## src/rtl/word_fetch16.sv

```systemverilog
// word_fetch16: reads two consecutive bytes over a req/ack handshake,
// assembles them into a 16-bit word and presents it with a one-cycle
// valid strobe. A bounded wait per byte aborts stalled fetches with an
// error pulse.
//
// Parameters:
//   LITTLE_ENDIAN 1: byte at addr -> word_out_o[7:0]; 0: -> word_out_o[15:8]
//   TIMEOUT       max cycles waited for mem_ack_i per byte; 0 disables
// Ports:
//   clk_i         clock, rising edge
//   res_ni        synchronous active-low reset
//   start_i       request a fetch (accepted when not fetching)
//   addr_i        byte address of first byte, latched on accept
//   busy_o        high in every state except IDLE
//   mem_req_o     memory read request
//   mem_addr_o    byte address of current request
//   mem_ack_i     memory completes current byte this cycle
//   mem_data_i    read byte, valid with mem_ack_i
//   word_out_o    assembled word, holds until next successful fetch
//   word_valid_o  one-cycle pulse, word_out_o newly valid
//   err_o         one-cycle pulse, fetch aborted by timeout
module word_fetch16 #(
  parameter bit          LITTLE_ENDIAN = 1'b1,
  parameter int unsigned TIMEOUT       = 15
) (
  input  logic        clk_i,
  input  logic        res_ni,
  input  logic        start_i,
  input  logic [15:0] addr_i,
  output logic        busy_o,
  output logic        mem_req_o,
  output logic [15:0] mem_addr_o,
  input  logic        mem_ack_i,
  input  logic [7:0]  mem_data_i,
  output logic [15:0] word_out_o,
  output logic        word_valid_o,
  output logic        err_o
);

  localparam int unsigned CNT_W = (TIMEOUT < 2) ? 1 : $clog2(TIMEOUT + 1);

  typedef enum logic [1:0] {
    IDLE  = 2'd0,
    RD_LO = 2'd1,
    RD_HI = 2'd2,
    DONE  = 2'd3
  } state_e;

  state_e             state_q, state_d;
  logic [15:0]        mem_addr_q, mem_addr_d;
  logic [7:0]         first_q, first_d;
  logic [15:0]        word_q, word_d;
  logic [CNT_W-1:0]   cnt_q, cnt_d;
  logic               err_d;
  logic               busy_q, mem_req_q, word_valid_q, err_q;
  logic               timeout_hit;

  // A pending ack always wins over the timeout in the same cycle.
  assign timeout_hit = (TIMEOUT != 0) && (cnt_q == CNT_W'(TIMEOUT)) && !mem_ack_i;

  // Next-state and datapath.
  always_comb begin
    state_d    = state_q;
    mem_addr_d = mem_addr_q;
    first_d    = first_q;
    word_d     = word_q;
    cnt_d      = cnt_q;
    err_d      = 1'b0;

    unique case (state_q)
      // DONE hands back to IDLE on the same edge, so a start seen there is
      // accepted exactly as IDLE would; this gives 1 word per 3 cycles.
      IDLE, DONE: begin
        if (start_i) begin
          mem_addr_d = addr_i;
          cnt_d      = '0;
          state_d    = RD_LO;
        end else begin
          state_d    = IDLE;
        end
      end
      RD_LO: begin
        if (mem_ack_i) begin
          first_d    = mem_data_i;
          mem_addr_d = mem_addr_q + 16'd1;
          cnt_d      = '0;
          state_d    = RD_HI;
        end else if (timeout_hit) begin
          err_d   = 1'b1;
          state_d = IDLE;
        end else begin
          cnt_d = cnt_q + CNT_W'(1);
        end
      end
      RD_HI: begin
        if (mem_ack_i) begin
          word_d  = LITTLE_ENDIAN ? {mem_data_i, first_q} : {first_q, mem_data_i};
          state_d = DONE;
        end else if (timeout_hit) begin
          err_d   = 1'b1;
          state_d = IDLE;
        end else begin
          cnt_d = cnt_q + CNT_W'(1);
        end
      end
      default: state_d = IDLE;
    endcase
  end

  // State and registered outputs, all derived from the next state.
  always_ff @(posedge clk_i) begin
    if (!res_ni) begin
      state_q      <= IDLE;
      mem_addr_q   <= '0;
      first_q      <= '0;
      word_q       <= '0;
      cnt_q        <= '0;
      busy_q       <= 1'b0;
      mem_req_q    <= 1'b0;
      word_valid_q <= 1'b0;
      err_q        <= 1'b0;
    end else begin
      state_q      <= state_d;
      mem_addr_q   <= mem_addr_d;
      first_q      <= first_d;
      word_q       <= word_d;
      cnt_q        <= cnt_d;
      busy_q       <= (state_d != IDLE);
      mem_req_q    <= (state_d == RD_LO) || (state_d == RD_HI);
      word_valid_q <= (state_d == DONE);
      err_q        <= err_d;
    end
  end

  assign busy_o       = busy_q;
  assign mem_req_o    = mem_req_q;
  assign mem_addr_o   = mem_addr_q;
  assign word_out_o   = word_q;
  assign word_valid_o = word_valid_q;
  assign err_o        = err_q;

endmodule

```

## config.mk

```make
export PLATFORM = sky130hd
export DESIGN_NAME = word_fetch16
export DESIGN_NICKNAME = d
export VERILOG_FILES = /design/src/rtl/word_fetch16.sv
export SDC_FILE = /design/constraint.sdc
export NUM_CORES = 1
export LEC_CHECK = 0
export BUFFER_PORTS_ARGS = -buffer_cell sky130_fd_sc_hd__buf_2
export CAP_MARGIN = 25
export CORE_UTILIZATION = 59
export CTS_BUF_LIST = sky130_fd_sc_hd__clkbuf_8
export CTS_CLUSTER_DIAMETER = 200
export CTS_CLUSTER_SIZE = 30
export DETAILED_ROUTE_END_ITERATION = 10
export PLACE_DENSITY_LB_ADDON = 0.25
export RECOVER_POWER = 50
export SKIP_LAST_GASP = 1
export SLEW_MARGIN = 20
export SYNTH_ARGS = -nofsm -noshare
export SYNTH_HDL_FRONTEND = slang
export SYNTH_SLANG_ARGS = --single-unit
```

## constraint.sdc

```tcl
create_clock -name clk_i -period 6.1 [get_ports clk_i]
set_clock_uncertainty 0.2 [all_clocks]
set_input_delay 0.305 -clock clk_i [delete_from_list [all_inputs] [get_ports clk_i]]
set_output_delay 0.305 -clock clk_i [all_outputs]
set_load 0.02 [all_outputs]
```

; ---- Word-level counts from Yosys, hierarchy flattened
; Index checks and enable logic that the tools add are counted.
[totals]
ff_bits = 50
wordCells = 50
out_inout_bits = 36
in_bits = 28
[op_classes]
eq_ne = 10
muxes = 14
bitwise = 2
n_reduce_logical = 13
addsub = 2
[op_table]
columns = operator, count
row1 = $mux W16, 2
row2 = $pmux W16 S2, 1
row3 = $add A16 B1 Y16 const B, 1
row4 = $mux W4, 4
row5 = $pmux W4 S3, 1
row6 = $eq A2 B2 Y1 const B, 4
row7 = $mux W2, 3
row8 = $ne A2 B2 Y1 const B, 3
row9 = $pmux W2 S3, 1
row10 = $reduce_and A2 Y1, 3
row11 = $add A4 B1 Y4 const B, 1
row12 = $eq A2 B1 Y1 const B, 2
row13 = $eq A4 B4 Y1 const B, 1
row14 = $reduce_bool A2 Y1, 2
row15 = $reduce_or A2 Y1, 2
row16 = $reduce_and A3 Y1, 1
row17 = $reduce_or A3 Y1, 1
row18 = $logic_not A2 Y1, 1
row19 = $mux W1, 2
row20 = $not A1 Y1, 2
row21 = $logic_and A1 B1 Y1, 1
row22 = $logic_not A1 Y1, 1
row23 = $logic_or A1 B1 Y1, 1

; ---- Logic depth before layout (Yosys ltp)
[logic_depth]
depth_word = 7
depth_mapped = 9
ltp_nobuf = 8

; ---- Worst setup path before layout
; OpenSTA, ideal clock, no wires.
[synth_timing]
path_kind = register -> register
from = register state_q[0]
to = register mem_req_q, in the netlist mem_req_o
n_path_buf = 2
setup_slack_ns = 3.876
stages_incl_launch_ff = 9
arrival_time_ns = 1.909
setup_ns = 0.115
required_ns = 5.785
synth_period_minus_slack_ns = 2.224
cell_sequence = dfxtp_1 -> inv_1 -> ha_1 -> buf_2 -> buf_1 -> o41ai_2 -> inv_1 -> ha_1 -> and2_1
[synth_via]
elab_chain_len = 5
elab_cells_between_ends = 12
classes_between = eq/ne: 5 / mux: 4 / reduce/logical: 3
[synth_lines]
columns = element, line
row1 = start: declaration, 49  ; state_e state_q, state_d;
row2 = start signal: assignment, 123  ; state_q <= state_d;
row3 = $eq A2 B2 Y1 (tied with other cells), 70  ; unique case (state_q)
row4 = $reduce_or A2 Y1 (tied with other cells), 70
row5 = $pmux W2 S3 (*), 70
row6 = named net state_d[0], 49
row7 = $eq A2 B1 Y1 or $eq A2 B2 Y1 (tied branches), 129  ; mem_req_q <= (state_d == RD_LO) || (state_d == RD_HI);
row8 = $logic_or A1 B1 Y1 (*), 129
row9 = end signal: assignment, 129
row10 = end: declaration, 55  ; logic busy_q, mem_req_q, word_valid_q, err_q;
; Mark *: on every way through the listed nets, which the timed path passes. The rest lies on a longest branch.
; A chain may end at the register's enable or synchronous reset.

; ---- Final worst setup path
[layout_timing]
from = register state_q[1]
to = register mem_req_q, in the netlist mem_req_o
[layout_via]
elab_chain_len = 5
elab_cells_between_ends = 12
classes_between = eq/ne: 5 / mux: 4 / reduce/logical: 3
[layout_lines]
columns = element, line
row1 = $eq A2 B2 Y1 or $logic_not A2 Y1 (tied branches), 70
row2 = $reduce_or A2 Y1, 70
row3 = $pmux W2 S3 (*), 70
row4 = named net state_d[0], 49
row5 = $eq A2 B1 Y1 or $eq A2 B2 Y1 (tied branches), 129
row6 = $logic_or A1 B1 Y1 (*), 129
; Marked as above.

==> results.md <==
- Period utilization: 0.411
- FF+latch count, synth: 50
- Worst Setup End Kind: flop
- Placer Congestion: 0.827
- HPWL after detailed placement: just under 4 mm
- Post-DR wirelength/cell: 13.7 um
- Crit path time final: approximately 2.5 ns
- Setup_tns: 0 ns
- Post-CTS Hold Fix Bufs: 0
- # H-tree levels: 2
- Met3 GRT Util: 0.0550
- Iter 0 DRT Violations: roughly 130
- Commonest non-fill, non-tap cell in the layout: nand2_1
- Port Buffers: 63
- Vias in the first global route: approximately 2100
- Syn avg cell area: between 8 and 9 um^2
- Drt first pass iters: 4
- Finish-stage setup viols: 0
- Chip height: between 60 and 70 um
- Cell Rows: 23
- Seq/Total Area, Yosys: 0.388
- Fin. Hold Viols: 0
- PD cells: between 200 and 250 nW/um^2
- Ant diodes: 0
- GRT busiest layer: met2
- DP Area: around 2900 um^2
- Slew @ Worst Pin: approximately 0.86 ns
- Yosys Warn Count: 0
- Met2 Use GR: 0.456
- Resized cells post-CTS: 0
- Area grow syn2layout: 14.2%
- Status: finished, final reports clean
- Gate Count Post-Synth: approximately 320
- Max-cap viol count: 0
- Slew margin rel.: 0.428
- TritonCTS buffer count: 5
- Total power: 0.688 mW
- Root buffer cell: clkbuf_8
- All-Layer GR Usage: 0.262
- Mapped Nets: about 350
- First-pass GRT wire length: 9.18 mm
- Crit path kind: reg -> reg
- Later-pin clock latency in the skew report: roughly 0.31 ns
- Crit path max fanout: 24
- FILL cells: 374
- Pin count of the biggest net entering global routing: 59
- Critical Path Source Type: flop
- Layout cells sized above 1: 0.130
- RSZ-0062 raised after global routing: false
- GRT met1 Usage: 0.309
- Initial antenna violation count: 0
- Max VDD drop: between 100 and 150 uV
- Setup bufs post-CTS: 0
- Max Freq: 399 MHz
- Top Ports: 64
- Main flop type after synthesis: dfxtp_1
- Post-layout nets: around 400
- Min-Delay Path Class: in -> reg
- Die area: approximately 4600 um^2
- Fraction of registers with async set/reset: 0
- Slew Limit Fails: 0
- Die Span X: just under 70 um
- Vias/cell: slightly below 6
- Grt ovf: 0
- Mapped cell area: ~2600 um^2
- Final ANT Viol Nets: 0
- Vias: approximately 2500
- Remaining DRCs: 0
- Final wirelength: approximately 5.7 mm
- Most frequent cells in the layout: 68 x nand2_1, 50 x dfxtp_1, 36 x clkbuf_1
- Worst EP required: 6.11 ns
- Critical Path AT: approximately 2.5 ns
- Post-route design area: 2950 um^2
- Num Clock Sinks: 50
- Leak Pwr: between 1 and 1.5 nW
- Worst-case clock buffer depth: 2
- CTS tree: yes
- Worst-path clk slew: approximately 0.090 ns
- Unique cell type count in the Yosys netlist: 53
- Number of enable flip-flop cells after synthesis: 0
- Initial Utilization: 0.631
- Core Area: around 4100 um^2
path summary, 6_finish.rpt:
kind	slack, ns	cells after the start	to	start
max	3.59	9	mem_req_o$_SDFF_PN0_	state_q[1]$_SDFF_PN0_
min	0.05	3	word_out_o[10]$_SDFFE_PN0P_	mem_data_i[2]
max reg2reg	3.59	9	mem_req_o$_SDFF_PN0_	state_q[1]$_SDFF_PN0_
min reg2reg	0.27	2	word_out_o[10]$_SDFFE_PN0P_	word_out_o[10]$_SDFFE_PN0P_
worst max-delay path: stages, from the launching register on:
cell     delay [ns]
dfxtp_1        0.34
inv_1          0.06
ha_1           0.38
buf_8          0.23
nor2b_1        0.29
nor2_1         0.08
o41ai_2        0.30
inv_1          0.09
ha_1           0.29
and2_1         0.15
synthesized netlist by cell type (6+ instances only):
cell type | count | share of area
dfxtp_1 | 50 | 0.39
nor2b_1 | 9 | 0.022
nor2_1 | 11 | 0.016
ha_1 | 6 | 0.029
a21boi_0 | 25 | 0.073
inv_1 | 8 | 0.012
nand3_1 | 10 | 0.019
a21oi_1 | 14 | 0.027
clkbuf_1 | 13 | 0.019
and2_1 | 7 | 0.017
o21ai_0 | 9 | 0.017
nand2_1 | 68 | 0.099
per-stage QoR:
stage                      util  setup slack [ns]  hold slack, ns  std cells
after detailed placement  0.701              3.31           0.256        409
after global placement    0.701              3.39           0.250        409
after floorplan               -              3.88           0.241        317
after CTS                 0.728              3.29          0.0499        417
after global routing      0.721              3.42          0.0641        418
final                     0.721              3.59          0.0514        418
report_power, final:
| part | internal (mW) | leakage [nW] | switching [mW] |
|---|---|---|---|
| Combinational | 0.0381 | 0.604 | 0.0599 |
| Sequential | 0.339 | 0.407 | 0.0178 |
| Clock | 0.121 | 0.0556 | 0.112 |
| Total | 0.498 | 1.07 | 0.190 |
logic make-up (layout without fill, tap and decap cells):
| kind of cell | after synthesis | after routing | synth area share |
|---|---|---|---|
| AND/OR/NAND/NOR | 141 | 141 | 0.274 |
| adder cells (fa/ha/maj) | 6 | 6 | 0.0291 |
| multiplexers | 2 | 2 | 0.00824 |
| AO/OA/AOI/OAI | 88 | 88 | 0.252 |
| buffers and inverters | 30 | 81 | 0.0490 |
| flip-flops | 50 | 50 | 0.388 |
cell type report:
type                            instances  area (um^2)  area share
Multi-Input combinational cell        237         1450       0.493
Tap cell                               50         62.6      0.0212
Clock inverter                          3         41.3      0.0140
Sequential cell                        50         1000       0.340
Timing Repair Buffer                   64          285      0.0969
Clock buffer                            5         68.8      0.0234
Inverter                                9         33.8      0.0115
routing by layer:
layer / share of wire / up-vias / routed length, um
met5: 0 / - / 0
met4: 0.016 / 0 / 90
met3: 0.054 / 10 / 310
met2: 0.48 / 79 / 2750
met1: 0.45 / 1138 / 2580
li1: - / 1228 / -
registers in the layout, indices dropped and copies added (netlist names):
register and flops:
mem_req_o 1, first_q 8, state_q 2, err_o 1, busy_o 1, mem_addr_o 16, cnt_q 4, word_valid_o 1
word_out_o 16
No activity file was read; power rests on OpenSTA's default activity.
